### src/rtl/tbird_signal_ctrl.sv
// tbird_signal_ctrl -- sequential turn-signal / hazard lamp controller.
//
// Each side has three lamps. A turn request ripples them outward one step per
// lamp tick (001 -> 011 -> 111 -> 000). A hazard request flashes both sides
// together (111, 111, 000, 000). A lamp tick occurs every TICK_DIV clock cycles.
//
// Parameters:
//   TICK_DIV    clock cycles per lamp step (1..65535)
//
// Ports:
//   clk         system clock, rising edge
//   rst         synchronous active-high reset
//   left_req    left-turn request (level)
//   right_req   right-turn request (level)
//   hazard_req  hazard request (level)
//   brake       brake pedal (level)
//   lamps_l     left lamps, registered, bit0 innermost
//   lamps_r     right lamps, registered, bit0 innermost
//   mode        current state: 00 IDLE, 01 LEFT, 10 RIGHT, 11 HAZARD
//   seq_done    one-cycle pulse on the final tick of each full sequence
//
// Build option:
//   TBIRD_BRAKE_EN  when defined, brake lights every side that is not
//                   signalling (ignored in HAZARD). When undefined, brake is
//                   accepted but has no effect.
module tbird_signal_ctrl #(
    parameter int TICK_DIV = 4
) (
    input  logic       clk,
    input  logic       rst,
    input  logic       left_req,
    input  logic       right_req,
    input  logic       hazard_req,
    input  logic       brake,
    output logic [2:0] lamps_l,
    output logic [2:0] lamps_r,
    output logic [1:0] mode,
    output logic       seq_done
);

    typedef enum logic [1:0] {
        IDLE   = 2'b00,
        LEFT   = 2'b01,
        RIGHT  = 2'b10,
        HAZARD = 2'b11
    } state_t;

    localparam logic [15:0] TICK_MAX = 16'(TICK_DIV - 1);

    state_t      state, state_nxt, sel;
    logic [1:0]  step, step_nxt;
    logic [15:0] presc, presc_nxt;
    logic [2:0]  lamps_l_nxt, lamps_r_nxt;
    logic        tick;
    logic        brake_on;

`ifdef TBIRD_BRAKE_EN
    assign brake_on = brake;
`else
    logic unused_brake;
    assign unused_brake = brake;
    assign brake_on     = 1'b0;
`endif

    // Outward ripple pattern of the signalling side for a given step.
    function automatic logic [2:0] turn_pat(input logic [1:0] s);
        case (s)
            2'd1:    turn_pat = 3'b001;
            2'd2:    turn_pat = 3'b011;
            2'd3:    turn_pat = 3'b111;
            default: turn_pat = 3'b000;
        endcase
    endfunction

    function automatic logic [2:0] hazard_pat(input logic [1:0] s);
        hazard_pat = (s == 2'd1 || s == 2'd2) ? 3'b111 : 3'b000;
    endfunction

    assign tick = (presc == TICK_MAX);

    // Request priority: hazard (or both turn requests) beats a single turn.
    always_comb begin
        sel = IDLE;
        if (hazard_req || (left_req && right_req)) sel = HAZARD;
        else if (left_req)                         sel = LEFT;
        else if (right_req)                        sel = RIGHT;
    end

    always_comb begin
        state_nxt = state;
        step_nxt  = step;
        presc_nxt = presc;
        if (state == IDLE) begin
            presc_nxt = '0;
            step_nxt  = 2'd0;
            if (sel != IDLE) begin
                state_nxt = sel;
                step_nxt  = 2'd1;
            end
        end else begin
            presc_nxt = tick ? '0 : presc + 16'd1;
            if (tick) begin
                if (step == 2'd0) begin
                    // End of sequence: re-select, so a held request repeats
                    // and a changed request switches only here.
                    state_nxt = sel;
                    step_nxt  = (sel == IDLE) ? 2'd0 : 2'd1;
                end else if (hazard_req && state != HAZARD) begin
                    // Hazard is the only request allowed to cut a turn short.
                    state_nxt = HAZARD;
                    step_nxt  = 2'd1;
                end else begin
                    step_nxt = step + 2'd1;
                end
            end
        end
    end

    // Lamps are registered from the next state so the pattern lines up with
    // the state it belongs to.
    always_comb begin
        lamps_l_nxt = brake_on ? 3'b111 : 3'b000;
        lamps_r_nxt = brake_on ? 3'b111 : 3'b000;
        case (state_nxt)
            LEFT:  lamps_l_nxt = turn_pat(step_nxt);
            RIGHT: lamps_r_nxt = turn_pat(step_nxt);
            HAZARD: begin
                lamps_l_nxt = hazard_pat(step_nxt);
                lamps_r_nxt = hazard_pat(step_nxt);
            end
            default: ;
        endcase
    end

    always_ff @(posedge clk) begin
        if (rst) begin
            state   <= IDLE;
            step    <= 2'd0;
            presc   <= '0;
            lamps_l <= 3'b000;
            lamps_r <= 3'b000;
        end else begin
            state   <= state_nxt;
            step    <= step_nxt;
            presc   <= presc_nxt;
            lamps_l <= lamps_l_nxt;
            lamps_r <= lamps_r_nxt;
        end
    end

    assign mode     = state;
    // Decoded from registers only, so it is glitch-free and high exactly
    // during the closing tick cycle of a sequence.
    assign seq_done = (state != IDLE) && tick && (step == 2'd0);

endmodule
### config.mk
export PLATFORM = sky130hd
export DESIGN_NAME = tbird_signal_ctrl
export DESIGN_NICKNAME = d
export VERILOG_FILES = /design/src/rtl/tbird_signal_ctrl.sv
export SDC_FILE = /design/constraint.sdc
export NUM_CORES = 1
export LEC_CHECK = 0
export ABC_CLOCK_PERIOD_IN_PS = 2200
export CORE_MARGIN = 2
export CORE_UTILIZATION = 49
export DETAILED_ROUTE_END_ITERATION = 12
export PLACE_DENSITY_LB_ADDON = 0.12
export REMOVE_ABC_BUFFERS = 1
export SYNTH_ARGS = -nofsm -noshare
export SYNTH_HDL_FRONTEND = slang
export SYNTH_SLANG_ARGS = --single-unit
### constraint.sdc
create_clock -name clk -period 2.2 [get_ports clk]
set_clock_uncertainty 0.05 [all_clocks]
set_input_delay 0.22 -clock clk [delete_from_list [all_inputs] [get_ports clk]]
set_output_delay 0.22 -clock clk [all_outputs]
set_load 0.1 [all_outputs]
==> out/results.tsv <==
stage	metric	value	unit
place	Placed Cells	207	
yosys	EDFF count, synth	0	
power	sequential power share	48.1	%
power	power share of the clock group	18.9	%
timing	final setup fails	7	
yosys	Synth top area share	41.1	%
route	WL met2	1320	µm
route	DRC Markers	0	
route	DR WL/cell	12.9	µm
yosys	flops & latches, synth	26	
route	drt first pass iters	4	
grt	GRT overflow	0	
yosys	YS warnings	0	
timing	max-slew violation count	0	
power	P_sw	394	µW
yosys	prevailing post-synth register cell	dfxtp_1	
critical_path	Arr. time, crit path	2.58	ns
yosys	sequential-to-total area share from yosys stat	41.1	%
floorplan	Die ar.	3010	µm²
timing	Max Freq	0.421	GHz
critical_path	slowest CP cell	dfxtp_2	
timing	max_slew headroom	60.2	%
route	Top Metal Used	met4	
clock_network	clk sinks	26	
clock_network	H-tree depth	1	
grt	vias in the first global route	1013	
power	combinational group share of total power	33.0	%
power	Lkg Pwr	0.682	nW
yosys	Syn Area/Cell	8.79	µm²
finish	number of diodes	0	
route	DR vias/cell	5.25	
power	Max VDD drop	0.613	mV
route	drt total wl	2730	µm
critical_path	critical path fanouts, max	4	
route	total number of vias	1114	
floorplan	starting density of the core	51.6	%
timing	Final Cycle Share	108	%
floorplan	# IOs	15	
critical_path	crit path cell chain	ha_4 > nor4b_4 > and4_4 > buf_4 > nor2_2 > a31oi_2 > or2_2 > ha_1 > nand2b_1 > or3_4 > a21oi_2	
clock_network	clock root cell	clkbuf_4	
run_status	status	complete, but fails checks	
finish	area grow syn2layout	32.4	%
run_status	violated checks	negative setup slack	
place	routability cong.	0.791	
place	port buffer count	13	
critical_path	Setup crit start kind	flop	
route	Post-Route M1 WL	1300	µm
clock_network	cts bufs inserted	3	
power	Pint	666	µW
floorplan	FP Rows	18	
yosys	Synth area leader	dfxtp_1	
clock_network	worst skew pair latency	0.31	ns
timing	RSZ-0062 raised after global routing	true	
place	post-detail-place hpwl	1950	µm
route	DRT antenna net count	0	
finish	Layout Utilization	68.3	%
grt	first-pass GRT wire length	4400	µm
finish	layout cell share with drive strength beyond 1	33.5	%
run	max_cap viols	0	
route	initial drt markers	20	
critical_path	Setup crit end kind	flop	
timing	setup tns final	-0.993	ns
power	Total Power	1.06	mW
clock_network	Longest Clk Path Bufs	2	
clock_network	CTS clk-pin slew, worst paths	0.14	ns
power	pwr/cell area	633	nW/µm²
grt	maximum number of pins on one net before global-route repair	17	
critical_path	slowest stage delay, CP	0.36	ns
finish	final cell count without fillers	212	
critical_path	delay-heaviest family, CP	simple AND/OR/NAND/NOR gates	
critical_path	Worst Path Required	2.41	ns
yosys	synth top area cells	dfxtp_1 (41%), nor2_1 (8.0%), xor2_1 (6.2%)	
timing	fin crit period	2.37	ns
floorplan	Core ar.	2450	µm²
grt	gr usage total	20.9	%
critical_path	flop2flop setup slack	-0.17	ns
yosys	post-synthesis cell area	1270	µm²
yosys	Async SR Flop Fraction	0	%
finish	Post-layout nets	195	
timing	Hold Vio Cnt, Final	0	
timing	actual slew at the worst max-slew pin	0.593	ns
floorplan	Die X	54.8	µm
yosys	Cell variety after synth	33	
yosys	Syn Inst Count	144	
grt	initial antenna violation count	0	
floorplan	DIE HEIGHT	54.8	µm
clock_network	CTS tree	done	
worst_hold_path	worst min path class	flop to flop	
route	met3 WL	67	µm
power	Sw Ratio	37.2	%
critical_path	CP Class	flop to flop	
critical_path	worst path buffer plus inverter count	1	
timing	Final Worst Setup Slack	-0.173	ns
==> final cells by class <==
type,count,area (µm²)
clock buffer,3,22.5
fill,205,778
inverter,7,26.3
multi-input combinational,108,758
sequential,26,524
tap,30,37.5
timing repair buffer,38,308
==> final timing paths <==
check | startpoint | endpoint | depth (start not counted)
setup / recovery | presc[0]$_SDFF_PP0_ | lamps_r[1]$_SDFF_PP0_ | 11
setup reg to reg | presc[0]$_SDFF_PP0_ | lamps_r[1]$_SDFF_PP0_ | 11
hold reg to reg | presc[0]$_SDFF_PP0_ | presc[0]$_SDFF_PP0_ | 2
hold / removal | presc[0]$_SDFF_PP0_ | presc[0]$_SDFF_PP0_ | 2
==> cells in the mapped netlist, types with 3 or more instances <==
cell and n:
nor2_1 27, dfxtp_1 26, a21oi_1 10, xor2_1 9
inv_1 7, nand2_1 7, nand3_1 6, o21ai_0 6
ha_1 5, xnor2_1 5, nor3_1 4, nand4_1 3
or2_2 3
==> registers in the layout (all words and copies together) (netlist names) <==
signal and count:
lamps_r 3, mode 2, step 2, presc 16, lamps_l 3
==> worst reg2reg max path: cells and delay by family (launching register included) <==
kind	cells	cell delay [ns]
and+or+nand+nor	6	1.13
adders and majority gates	2	0.45
DFF	1	0.36
AOI/OAI and AO/OA	2	0.18
buffers and inverters	1	0.15
==> per-layer routing <==
| metal | up-vias | track usage, % |
|---|---|---|
| li1 | 568 | - |
| met1 | 523 | 26.3 |
| met2 | 17 | 34.3 |
| met3 | 6 | 3.55 |
| met4 | 0 | 10.0 |
| met5 | - | 0 |
==> cell families (layout without fill, tap and decap cells) <==
kind of cell    after synthesis  count (layout)  synth area share [%]
fa+ha+maj                     5               5                  4.94
xor+xnor                     14              14                  9.68
flops                        26              26                  41.1
buf+inv                      10              48                  4.25
simple gates                 66              66                  29.4
mux                           1               1                 0.791
compound gates               22              22                  9.78
==> through the flow <==
| stage | hold slack, ns | setup WS, ns | cell area, µm² |
|---|---|---|---|
| floorplan | 0.242 | -0.681 | 1240 |
| global placement | 0.452 | -0.179 | 1570 |
| detailed placement | 0.477 | -0.277 | 1570 |
| CTS | 0.498 | -0.128 | 1670 |
| global route | 0.511 | -0.275 | 1680 |
| finish | 0.494 | -0.173 | 1680 |
==> cells in the final DEF (no fill, tap or decap), drive strengths merged, types with 2 or more instances in the layout <==
cell type      synthesis  layout
and3                   2       2
inv                    7       7
nor3                   4       4
or2                    3       3
dfxtp                 26      26
nor4                   2       2
xnor2                  5       5
nor2                  27      27
a21oi                 10      10
clkbuf                 1       3
clkdlybuf4s50          0       4
or3                    4       4
o21ai                  6       6
xor2                   9       9
ha                     5       5
nand2                  7       7
nand4                  3       3
buf                    2      34
nand2b                 2       2
nand3                  6       6
nor3b                  2       2
==> what timing repair did <==
action                     CTS  global route
buffers inserted             2             0
gates resized for setup     16             1
pin swaps                    3             1
hold buffers                 0             0
setup endpoints to repair    7             7
==> power groups by stage <==
| stage | Sequential (mW) | Clock [mW] | Combinational [mW] |
|---|---|---|---|
| 6_report | 0.511 | 0.200 | 0.350 |
| 5_1_grt | 0.514 | 0.222 | 0.372 |
| 4_1_cts | 0.511 | 0.206 | 0.347 |
| 3_5_place_dp | 0.519 | 0 | 0.331 |
| 3_3_place_gp | 0.517 | 0 | 0.326 |
| 2_1_floorplan | 0.667 | 0 | 0.0914 |
Power figures use the tool's default switching activity.
